$ cat config.mk
export PLATFORM = sky130hd
export DESIGN_NAME = bht_branch_ctrl
export DESIGN_NICKNAME = d
export VERILOG_FILES = /design/src/rtl/bp_pkg.sv /design/src/rtl/bp_sat_ctr2.sv /design/src/rtl/bht_branch_ctrl.sv
export SDC_FILE = /design/constraint.sdc
export NUM_CORES = 1
export LEC_CHECK = 0
export BUFFER_PORTS_ARGS = -buffer_cell sky130_fd_sc_hd__buf_2
export CELL_PAD_IN_SITES_DETAIL_PLACEMENT = 1
export CELL_PAD_IN_SITES_GLOBAL_PLACEMENT = 2
export CORE_MARGIN = 3
export CORE_UTILIZATION = 28
export CTS_CLUSTER_SIZE = 28
export DETAILED_ROUTE_END_ITERATION = 16
export PLACE_DENSITY = 0.78
export SKIP_CTS_REPAIR_TIMING = 1
export SLEW_MARGIN = 20
export SYNTH_ARGS = -nofsm -noshare
export SYNTH_HDL_FRONTEND = slang
export SYNTH_SLANG_ARGS = --single-unit
export TNS_END_PERCENT = 100
$ cat constraint.sdc
create_clock -name clk -period 4.2 [get_ports clk]
set_clock_uncertainty 0.05 [all_clocks]
set_input_delay 1.26 -clock clk [delete_from_list [all_inputs] [get_ports clk]]
set_output_delay 1.26 -clock clk [all_outputs]
set_load 0.05 [all_outputs]
$ cat src/rtl/bp_pkg.sv
// Shared encodings for the branch predictor: 2-bit counter states, FSM states
// and the saturating-counter step function.
package bp_pkg;

  localparam int IDX_W_DEF = 3;

  localparam logic [1:0] CTR_SNT = 2'b00;
  localparam logic [1:0] CTR_WNT = 2'b01;
  localparam logic [1:0] CTR_WT  = 2'b10;
  localparam logic [1:0] CTR_ST  = 2'b11;

  typedef enum logic {
    IDLE = 1'b0,
    PEND = 1'b1
  } bp_state_e;

  function automatic logic [1:0] ctr_step(input logic [1:0] c, input logic inc, input logic dec);
    logic [1:0] n;
    n = c;
    if (inc && c != CTR_ST) n = c + 2'd1;
    else if (dec && c != CTR_SNT) n = c - 2'd1;
    return n;
  endfunction

endpackage

$ cat src/rtl/bp_sat_ctr2.sv
// One BHT entry: 2-bit saturating counter, reset to weakly-not-taken.
module bp_sat_ctr2
  import bp_pkg::*;
(
  input  logic       clk,
  input  logic       rst,
  input  logic       en,
  input  logic       inc,
  input  logic       dec,
  output logic [1:0] ctr
);

  always_ff @(posedge clk or posedge rst) begin
    if (rst) ctr <= CTR_WNT;
    else if (en) ctr <= ctr_step(ctr, inc, dec);
  end

endmodule

$ cat src/rtl/bht_branch_ctrl.sv
// Branch history table predictor with one outstanding branch and hit/miss stats.
//   state | meaning
//   IDLE  | no unresolved branch
//   PEND  | one branch captured, waiting for its resolution in ID
module bht_branch_ctrl
  import bp_pkg::*;
#(
  parameter int IDX_W  = IDX_W_DEF,
  parameter int STAT_W = 16
) (
  input  logic              clk,
  input  logic              rst,
  input  logic              stall,
  input  logic              branch_IF,
  input  logic [31:0]       pc_IF,
  input  logic [31:0]       PC_add_4,
  input  logic [31:0]       PC_add_imm,
  input  logic              branch_ID,
  input  logic              jump_or_not,
  output logic [31:0]       PC_out,
  output logic              predict_jump,
  output logic              correct,
  output logic              flush,
  output logic [STAT_W-1:0] hit_cnt,
  output logic [STAT_W-1:0] miss_cnt
);

  localparam int BHT_N = 1 << IDX_W;

  bp_state_e        state_q;
  logic [IDX_W-1:0] sv_idx;
  logic             sv_pred;
  logic [31:0]      sv_pc4;
  logic [31:0]      sv_imm;
  logic [1:0]       ctr_q [BHT_N];

  logic [IDX_W-1:0] idx;
  logic             resolve;
  logic             mispredict;
  logic             lookup;

  wire unused_pc = ^{pc_IF[31:IDX_W+2], pc_IF[1:0]};

  assign idx = pc_IF[IDX_W+1:2];

  for (genvar i = 0; i < BHT_N; i++) begin : g_bht
    bp_sat_ctr2 u_ctr (
      .clk (clk),
      .rst (rst),
      .en  (resolve && sv_idx == IDX_W'(i)),
      .inc (jump_or_not),
      .dec (~jump_or_not),
      .ctr (ctr_q[i])
    );
  end

  // Outputs are combinational so the fetch redirect lands in the same cycle.
  always_comb begin
    resolve      = ~rst && ~stall && branch_ID && (state_q == PEND);
    mispredict   = resolve && (sv_pred != jump_or_not);
    lookup       = ~rst && ~stall && branch_IF && ~mispredict;
    predict_jump = lookup && ctr_q[idx][1];
    correct      = ~mispredict;
    flush        = mispredict;
    if (mispredict)        PC_out = jump_or_not ? sv_imm : sv_pc4;
    else if (predict_jump) PC_out = PC_add_imm;
    else                   PC_out = PC_add_4;
  end

  always_ff @(posedge clk or posedge rst) begin
    if (rst) begin
      state_q <= IDLE;
      sv_idx  <= '0;
      sv_pred <= 1'b0;
      sv_pc4  <= '0;
      sv_imm  <= '0;
    end else if (!stall) begin
      if (mispredict) begin
        state_q <= IDLE;
      end else if (lookup) begin
        state_q <= PEND;
        sv_idx  <= idx;
        sv_pred <= predict_jump;
        sv_pc4  <= PC_add_4;
        sv_imm  <= PC_add_imm;
      end else if (resolve) begin
        state_q <= IDLE;
      end
    end
  end

  always_ff @(posedge clk or posedge rst) begin
    if (rst) begin
      hit_cnt  <= '0;
      miss_cnt <= '0;
    end else if (resolve) begin
      if (mispredict) begin
        if (miss_cnt != '1) miss_cnt <= miss_cnt + STAT_W'(1);
      end else begin
        if (hit_cnt != '1) hit_cnt <= hit_cnt + STAT_W'(1);
      end
    end
  end

endmodule

==> out/metrics.cfg <==
[cts]
tritoncts=done
cts_buffers=17
h-tree-depth=4
clock-sinks=117
clockBufferDepth=2
path_clk_slew_ps=60
clk-insertion-delay-late_ps=420
clockRootBuffer=clkbuf_16

[timing]
tightest_slew_ps=1040
worst_slack_ps=-64.5
slew_violations=0
relSlewSlack_pct=30.4
rsz0062_at_grt=yes
fmax_mhz=234
timing.final.crit_share_pct=102
finalSetupViolCount=16
hold_violations=0
period_minus_slack_ps=4260

[routing]
dr.pass1.iters=4
routed_wirelength_microns=21300
drt_iter0_drc=136
num_vias=5841
drc=0
final_antenna_net_count=0
viasPerCell=4.93
wl_per_cell_microns=18.0

[global_route]
grt_max_degree=39
grt_overflow=0
antenna_found_initial=2
grt_pass1_wl_microns=31900
grt_usage_pct=16.5
grt_pass1_vias=6027

[worst_setup_path]
critPathTopFamily=compound AO/OA/AOI/OAI gates
end_kind=primary output
crit_arrival_ps=2950
critPathKind=in2out
worst-path-buf-inv=4
path_common_cell=buf_6
crit_fanout=32
cp_cell_sequence=buf_6 -> or3b_4 -> buf_4 -> a31o_4 -> buf_12 -> o21ai_0 -> a22oi_2 -> buf_6
required_ps=2890
crit_path_top_delay_cell=or3b_4
startpoint_type=input port
cp_slowest_stage_delay_ps=410

[synth]
yosysTopAreaCell=dfrtp_1
synth_edf_count=0
synth.avg_cell_area_sq_um=8.73
synth_area_leaders=dfrtp_1, nand2_1, mux2i_1
synth_area_sq_mm=0.00618
synth_fp_nets=812
ys_ff_latch=117
netlist-cell-type-count=51
synthFlopType=dfrtp_1
synth_cells=708
synth_top_area_share_pct=44.1
synth_seq_area_share_pct=47.5
yosysWarnings=0
synthArstFlopShare_pct=100

[floorplan]
rows=53
dieWidth_microns=155
coreArea_sq_mm=0.0214
start_util_pct=29.0
die-area_sq_mm=0.0239
die_height_microns=155
ios=169

[layout]
multiInputGateArea_sq_mm=0.00372
diodes=0
final_common_cell=nand2_1
finalInstanceArea_sq_mm=0.00949
syn_to_final_growth_pct=53.6
regArea_sq_mm=0.00294
num-fill-cells=2408
layout_common_cells=nand2_1, dfrtp_1, buf_2
fin_nets=1000
drive_above_1_share_pct=37.7

[placed_design]
portBuffers=139
dpl_cell_area_sq_mm=0.00780
gp_congestion=0.725
dpl.hpwl_microns=13600
place_ws_ps=-162

[pwr]
p_leak_uw=0.00443
power_density_mw_per_mm2=429
peakVddDrop_mv=0.253

[outcome]
violations=setup timing
outcome=complete, but fails checks

[job]
cap_violations=0

[worst_hold_path]
hold_path_class=reg2reg

==> metal layers <==
layer / part of all wire [%] / routed length, microns / GRT usage (%)
met1: 44 / 9390 / 20.7
met2: 50 / 10800 / 28.3
met3: 4.2 / 894 / 4.84
met4: 1.2 / 250 / 3.74
met5: 0.098 / 21 / 0
==> path summary, 6_finish.rpt <==
| check | startpoint | to | slack (ps) | cells after the start |
|---|---|---|---|---|
| setup / recovery | rst | PC_out[12] | -60 | 8 |
| hold / removal | sv_imm[20] | sv_imm[20] | 430 | 2 |
| setup reg to reg | hit_cnt[0] | hit_cnt[1] | 1810 | 5 |
| hold reg to reg | sv_imm[20] | sv_imm[20] | 430 | 2 |
| max in group asynchronous | rst | sv_imm[28] | 2100 | 4 |
| min in group asynchronous | rst | hit_cnt[9] | 1040 | 3 |
==> worst register-to-register path: cells and delay by family, from the launching register on <==
kind / cells / cell delay [ps]
adder cells (fa/ha/maj): 1 / 250
multiplexers: 1 / 330
AO/OA/AOI/OAI: 1 / 230
flip-flops: 1 / 420
AND/OR/NAND/NOR: 2 / 1000
==> power breakdown <==
group | switching, uW | leakage (uW) | internal, uW
logic | 684 | 0.00269 | 446
registers | 153 | 0.00146 | 1340
clock network | 571 | 0.000275 | 874
total | 1410 | 0.00443 | 2660
==> sequential cells by signal, indices dropped and copies added (netlist names) <==
| signal | flops |
|---|---|
| g_bht.u_ctr.ctr | 16 |
| sv_pred | 1 |
| miss_cnt | 16 |
| sv_pc4 | 32 |
| hit_cnt | 16 |
| sv_idx | 3 |
| sv_imm | 32 |
| state_q | 1 |
==> layout make-up <==
class	instances	share of cell area, %
Clock buffer	17	4.48
Clock inverter	15	1.66
Inverter	10	0.435
Multi-Input combinational cell	532	39.2
Sequential cell	117	30.9
Tap cell	275	3.62
Timing Repair Buffer	218	19.6
==> per-stage QoR <==
step | instances | utilization, % | power, uW | hold WS (ps) | setup TNS, ps
after floorplan | 708 | - | 2130 | 395 | -720
after global placement | 1132 | 36.5 | 2440 | 407 | -4450
after detailed placement | 1132 | 36.5 | 2470 | 411 | -4150
after CTS | 1164 | 39.3 | 3940 | 425 | -4540
after global routing | 1184 | 44.5 | 4300 | 449 | -1570
final | 1184 | 44.5 | 4070 | 425 | -269
==> cell usage after synthesis, drive strengths merged, types with 2 or more instances <==
cell type  number
a211oi          4
ha              2
a21oi           7
a31oi          34
a41o            3
a22oi          32
mux4            2
and4            2
nand4          10
xor2           16
dfrtp         109
nand2b          3
o41ai           2
maj3            4
nor3           11
nor2b           2
xnor2          12
dfstp           8
o211ai          3
nand2         238
a21o            2
o21ai          51
and2            2
mux2i          34
buf             8
clkbuf         41
inv            10
nor2           12
mux2            5
nor4            5
and3            2
nand3          17
==> kinds of logic after synthesis <==
family	after synthesis	synth area share, %
DFF	117	47.5
xor gates and xnor gates	28	3.97
buffers and inverters	59	3.74
and+or+nand+nor	312	21.5
AOI/OAI and AO/OA	145	15.1
muxes	41	7.14
adders and majority gates	6	1.05
(Power assumes the default switching activity.)
